## config.mk

```make
export PLATFORM = sky130hd
export DESIGN_NAME = sdram_arbiter
export DESIGN_NICKNAME = d
export VERILOG_FILES = /design/src/rtl/sdram_arbiter.sv
export SDC_FILE = /design/constraint.sdc
export NUM_CORES = 1
export LEC_CHECK = 0
export CORE_MARGIN = 3
export CORE_UTILIZATION = 35
export CTS_CLUSTER_SIZE = 40
export DETAILED_ROUTE_END_ITERATION = 8
export GPL_ROUTABILITY_DRIVEN = 0
export GPL_TIMING_DRIVEN = 0
export MAX_ROUTING_LAYER = met4
export PLACE_DENSITY = 0.82
export SYNTH_ARGS = -nofsm -noshare
export SYNTH_HDL_FRONTEND = slang
export SYNTH_SLANG_ARGS = --single-unit
```

## constraint.sdc

```tcl
create_clock -name clk -period 3.7 [get_ports clk]
set_input_delay 0.555 -clock clk [delete_from_list [all_inputs] [get_ports clk]]
set_output_delay 0.555 -clock clk [all_outputs]
set_load 0.05 [all_outputs]
```

## src/rtl/sdram_arbiter.sv

```systemverilog
// rtl/sdram_arbiter.sv - two-port arbiter sharing one sdram access port
// Latches one request at a time, holds mem_enable until mem_ready or watchdog expiry.
module sdram_arbiter #(
  parameter int PRIO_MODE = 0,
  parameter int TIMEOUT   = 1023
) (
  input  logic        clk,
  input  logic        rst,
  input  logic        p0_req,
  input  logic [24:0] p0_addr,
  input  logic        p0_write,
  input  logic [31:0] p0_wdata,
  input  logic [1:0]  p0_width,
  output logic [31:0] p0_rdata,
  output logic        p0_ack,
  output logic        p0_err,
  input  logic        p1_req,
  input  logic [24:0] p1_addr,
  input  logic        p1_write,
  input  logic [31:0] p1_wdata,
  input  logic [1:0]  p1_width,
  output logic [31:0] p1_rdata,
  output logic        p1_ack,
  output logic        p1_err,
  output logic        mem_enable,
  output logic [24:0] mem_addr,
  output logic        mem_write,
  output logic [31:0] mem_wdata,
  output logic [1:0]  mem_width,
  input  logic [31:0] mem_rdata,
  input  logic        mem_ready
);

  typedef enum logic [1:0] {IDLE, ACCESS, RELEASE} state_t;

  // Counter value in the last permitted ACCESS cycle (counter is 0 in the first one).
  localparam logic [15:0] TO_LAST = 16'(TIMEOUT - 1);

  state_t      state, state_nxt;
  logic        grant, last_grant, timed_out, pick, req_any, expire;
  logic [15:0] cnt;

  assign req_any = p0_req | p1_req;
  assign expire  = (cnt == TO_LAST);

  always_comb begin
    pick = 1'b0;
    if (PRIO_MODE == 1)
      pick = !p0_req;
    else if (p0_req && p1_req)
      pick = !last_grant;
    else
      pick = !p0_req;
  end

  always_ff @(posedge clk) begin
    if (rst)
      state <= IDLE;
    else
      state <= state_nxt;
  end

  always_comb begin
    state_nxt = state;
    case (state)
      IDLE:    if (req_any) state_nxt = ACCESS;
      ACCESS:  if (mem_ready || expire) state_nxt = RELEASE;
      RELEASE: state_nxt = IDLE;
      default: state_nxt = IDLE;
    endcase
  end

  always_ff @(posedge clk) begin
    if (rst) begin
      grant      <= 1'b0;
      last_grant <= 1'b1;
      timed_out  <= 1'b0;
      cnt        <= '0;
      mem_addr   <= '0;
      mem_write  <= 1'b0;
      mem_wdata  <= '0;
      mem_width  <= '0;
      p0_rdata   <= '0;
      p1_rdata   <= '0;
    end else begin
      case (state)
        IDLE: begin
          if (req_any) begin
            grant     <= pick;
            mem_addr  <= pick ? p1_addr  : p0_addr;
            mem_write <= pick ? p1_write : p0_write;
            mem_wdata <= pick ? p1_wdata : p0_wdata;
            mem_width <= pick ? p1_width : p0_width;
            cnt       <= '0;
            timed_out <= 1'b0;
          end
        end
        ACCESS: begin
          cnt <= cnt + 16'd1;
          // A ready arriving in the expiry cycle still counts as a normal completion.
          if (mem_ready) begin
            last_grant <= grant;
            timed_out  <= 1'b0;
            if (!mem_write) begin
              if (grant)
                p1_rdata <= mem_rdata;
              else
                p0_rdata <= mem_rdata;
            end
          end else if (expire) begin
            last_grant <= grant;
            timed_out  <= 1'b1;
          end
        end
        default: ;
      endcase
    end
  end

  always_comb begin
    mem_enable = (state == ACCESS);
    p0_ack     = (state == RELEASE) && !grant;
    p1_ack     = (state == RELEASE) && grant;
    p0_err     = p0_ack && timed_out;
    p1_err     = p1_ack && timed_out;
  end

endmodule

```

After elaboration in Yosys (flattened, before gate mapping)
Cells that the tools add are included.

Bitwise gates (word level): 3. Equal/unequal tests: 6. Mux-type cells: 16. Magnitude comparators: 0. Multipliers: 0. $add $sub $neg: 1. Shift-type cells: 0. Div/mod/pow operators: 0. Reduce and logical (&&, ||, !) cells: 19.

Operator list (count): $mux W32 (1); $pmux W16 S2 (1); $mux W25 (1); $add A16 B1 Y16 const B (1); $eq A16 B10 Y1 const B (1); $mux W16 (1); $reduce_and A2 Y1 (4); $reduce_and A4 Y1 (2); $mux W1 (7); $mux W2 (3); $logic_and A1 B1 Y1 (5); $pmux W2 S2 (1); $reduce_bool A2 Y1 (2); $logic_not A1 Y1 (3); $ne A3 B1 Y1 const B (1); $reduce_and A3 Y1 (1); $eq A2 B1 Y1 const B (1); $eq A2 B2 Y1 const B (1); $logic_not A2 Y1 (1); $ne A2 B1 Y1 const B (1); $ne A2 B2 Y1 const B (1); $not A1 Y1 (2); $pmux W1 S2 (1); $logic_or A1 B1 Y1 (1); $or A1 B1 Y1 (1).

Latch bits: 0. Register bits after elaboration: 145. ROM bits: 0. Memories kept: 0. Output and inout bits: 129. Bits in writable memories: 0. Logic and storage cells: 56.

Longest topological paths before layout
Depth after elaboration: 4. Mapped depth: 7.

Worst setup path after synthesis
OpenSTA, ideal clock, no wires.

Path kind: reg2out. From: reg grant. To: out p0_err. Slack: 998 ps. Data required time: 3145 ps. Stages on the path, launching flop included: 4. Arrival: 2147 ps. Cells stage by stage: dfxtp_1 clkbuf_1 nor3_1 and2_1.

Cells in the longest elaborated chain, start to end: 3.

RTL lines: from (decl) (line 40) `logic grant, last_grant, timed_out, pick, req_any, expire;`; from (signal assigned) (line 89) `grant <= pick;`; $logic_not A1 Y1 (line 122) `p0_ack = (state == RELEASE) && !grant;`; $logic_and A1 B1 Y1 (line 122); net p0_ack (line 15) `output logic p0_ack,`; $logic_and A1 B1 Y1 (line 124) `p0_err = p0_ack && timed_out;`; to (decl) (line 16) `output logic p0_err,`.

The timed path passes the listed nets, and every way through them passes these cells.

Worst setup path after layout
From: reg grant. To: out p0_err.

Cells in the longest elaborated chain, start to end: 3.

RTL lines (line): $logic_not A1 Y1 (122); $logic_and A1 B1 Y1 (122); $logic_and A1 B1 Y1 (124).

Every way passes these cells.

==> impl_metrics.py <==
metrics = {
    "route": {
        "route.detailed.drc": 0,
        "route.antenna.remaining_nets": 0,
        "drt_first_pass_iters": 4,
        "route.detailed.vias_per_inst": 5.021,
        "initialDrtViolationCount": 283,
        "wire_per_inst_um": 16.85,
        "vias": 6090,
        "routed_wl_mm": 20.43,
    },
    "layout": {
        "filler_cell_count": 1446,
        "final_nets": 1145,
        "commonest_non_fill_non_tap_cell_in_the_layout": "sky130_fd_sc_hd__clkdlybuf4s50_1",
        "post_route_cells_drive_above_1_share_pct": 6.219,
        "seq_area_um2": 2903,
        "syn2layout_area_growth_pct": 62.17,
        "layout.cells.most_common_list": "284 x sky130_fd_sc_hd__clkdlybuf4s50_1, 145 x sky130_fd_sc_hd__dfxtp_1, 135 x sky130_fd_sc_hd__nand2_1",
        "multi_input_area_um2": 2756,
        "n_antenna_cell": 0,
    },
    "cts": {
        "tritoncts": "done",
        "post_cts_buffers": 0,
        "ctsHtreeMaxLevel": 4,
        "clock_latency_ps": 420,
        "cts.clk_slew.worst_paths_ps": 60,
        "cts_resized": 0,
        "cts-root-buf": "sky130_fd_sc_hd__clkbuf_16",
        "cts_buffer_depth": 2,
        "cts-hold-fix-buffers": 0,
        "number_of_sinks_handled_by_clock_tree_synthesis": 145,
        "total_clock_buffers_created_by_cts": 17,
    },
    "placement": {
        "portBuffers": 284,
        "dpl.hpwl_mm": 15.32,
    },
    "synth": {
        "avgSynthCellArea_um2": 8.659,
        "synth_enable_flop_cells": 0,
        "synth-xor-area-share_pct": 0,
        "synth_fa_ha_area_share_pct": 0.4231,
        "synth_top_flop_cell": "sky130_fd_sc_hd__dfxtp_1",
        "mappedNetlistArea_um2": 5914,
        "synth-async-reset-ratio_pct": 0,
        "synth-compound-area-share_pct": 16.82,
        "postSynthNetCount": 842,
        "synthesis.instances": 683,
        "synth_top_family_by_area": "simple AND/OR/NAND/NOR gates",
        "synth_simple_gate_area_share_pct": 19.02,
        "post_synth_mux_area_share_pct": 10.34,
        "synth.yosys.seq_area_share_pct": 49.08,
        "ys_types": 42,
        "yosys_warnings": 0,
        "ys_seq_elements": 145,
    },
    "die": {
        "die_h_um": 136.0,
        "cell_row_count": 46,
        "fp.dieArea_um2": 18490,
        "placeableCoreArea_um2": 16230,
        "boundaryPins": 286,
        "die_w_um": 136.0,
        "initial_core_util_pct": 36.44,
    },
    "power": {
        "ir_drop_mv": 0.3747,
        "power_density_nw_per_um2": 465.9,
        "power_leakage_uw": 0.003558,
    },
    "worst_hold_path": {
        "worst_hold_path_type": "reg -> reg",
        "holdPathStages": 2,
    },
    "grt": {
        "pin_count_of_the_biggest_net_entering_global_routing": 17,
        "grt.total_usage_pct": 21.86,
        "first_pass_grt_wire_length_mm": 30.90,
        "grt_pass1_vias": 5874,
        "antenna_violations_before_repair": 0,
        "grt_overflow": 0,
    },
    "job": {
        "drv_cap": 0,
    },
    "timing": {
        "layout_min_cycle_time_ps": 2761,
        "finalHoldViolations": 0,
        "final.setup.tns_ps": 0,
        "worst_clock_skew_ps": 9.658,
        "setup_violations": 0,
        "period_share_pct": 74.61,
        "rsz_0062_raised_after_global_routing": "no",
        "slew_violations": 0,
        "worst_slew_pin_slew_ps": 883.7,
        "hold_slack_ps": 452.3,
        "relSlewSlack_pct": 40.63,
        "maxClockFrequency_mhz": 362.2,
    },
    "outcome": {
        "status": "completed",
    },
    "critical_path": {
        "timing.critical_path.cells": "clkbuf_1, nor3_1, and2_1, clkdlybuf4s50_1",
        "data_arrival_time_of_the_critical_path_ps": 2210,
        "critPathMaxFanout": 9,
        "worst_setup_path_class": "reg -> out",
        "cpMaxStageDelayCell": "sky130_fd_sc_hd__clkdlybuf4s50_1",
        "required_ps": 3140,
        "worst-r2r-cell-count": 4,
        "worstSetupStartpointType": "flop",
        "critical-path-max-stage-delay_ps": 830,
        "critPathCaptureType": "output pin",
    },
}
critical path: cells and delay by family (launching register included):
| kind | cells | cell delay (ps) |
|---|---|---|
| buffers and inverters | 2 | 1030 |
| flip-flops | 1 | 290 |
| AND/OR/NAND/NOR | 2 | 470 |
Yosys cell counts (6+ instances only):
| master | count | area share, % |
|---|---|---|
| sky130_fd_sc_hd__mux2i_1 | 60 | 10 |
| sky130_fd_sc_hd__dfxtp_1 | 145 | 49 |
| sky130_fd_sc_hd__nand3_1 | 6 | 0.51 |
| sky130_fd_sc_hd__nand2_1 | 135 | 8.6 |
| sky130_fd_sc_hd__nand4_1 | 6 | 0.63 |
| sky130_fd_sc_hd__nor2_1 | 75 | 4.8 |
| sky130_fd_sc_hd__buf_2 | 23 | 1.9 |
| sky130_fd_sc_hd__clkbuf_1 | 29 | 1.8 |
| sky130_fd_sc_hd__a211oi_1 | 60 | 7.6 |
| sky130_fd_sc_hd__a21oi_1 | 80 | 6.8 |
report_power, final:
| group | internal (uW) | switching [uW] |
|---|---|---|
| sequential | 1660 | 57.9 |
| clock | 985 | 673 |
| combinational | 428 | 661 |
flip-flops by register name (all words and copies together), names as in the netlist, 2 cells and up:
name       count
mem_wdata     32
cnt           16
mem_width      2
p1_rdata      32
mem_addr      25
state          2
p0_rdata      32
worst paths after layout:
| path | from | end | slack [ps] |
|---|---|---|---|
| worst max-delay path | grant | p0_err | 940 |
| worst min-delay path | p0_rdata[25] | p0_rdata[25] | 450 |
| worst max register to register | state[0] | mem_wdata[24] | 1440 |
| worst min register to register | p0_rdata[25] | p0_rdata[25] | 450 |
area by class of cell:
class / count / share of cell area [%]
well taps: 216 / 2.818
plain buffers: 54 / 2.413
multi-input cells: 478 / 28.74
flip-flops and latches: 145 / 30.26
repair buffers: 284 / 29.64
clock buffers: 17 / 4.435
inverters: 6 / 0.2478
clock inverters: 13 / 1.448
layer usage:
layer  track usage (%)  vias to the layer above  part of all wire, %
met5                 -                        -                    0
met4             5.935                        0                  1.5
met3             7.550                       19                  8.5
met2             36.14                      233                   49
met1             25.40                     2842                   41
li1                  -                     2996                    -
through the flow:
stage               cells  total power [uW]  area, um2  utilization, %  setup slack (ps)
floorplan             683              2370       5914               -             998.0
finish               1213              4469       9592           59.10             939.3
CTS                  1213              4506       9592           59.10             927.3
detailed placement   1183              2843       9027           55.62             649.6
global route         1213              4639       9592           59.10             827.5
global placement     1183              2832       9027           55.62             657.3
logic make-up (layout without fill, tap and decap cells):
| logic type | count (synthesis) | after routing |
|---|---|---|
| fa+ha+maj | 2 | 2 |
| flops | 145 | 145 |
| buf+inv | 60 | 374 |
| simple gates | 255 | 255 |
| mux | 61 | 61 |
| compound gates | 160 | 160 |
Power figures use the tool's default switching activity.
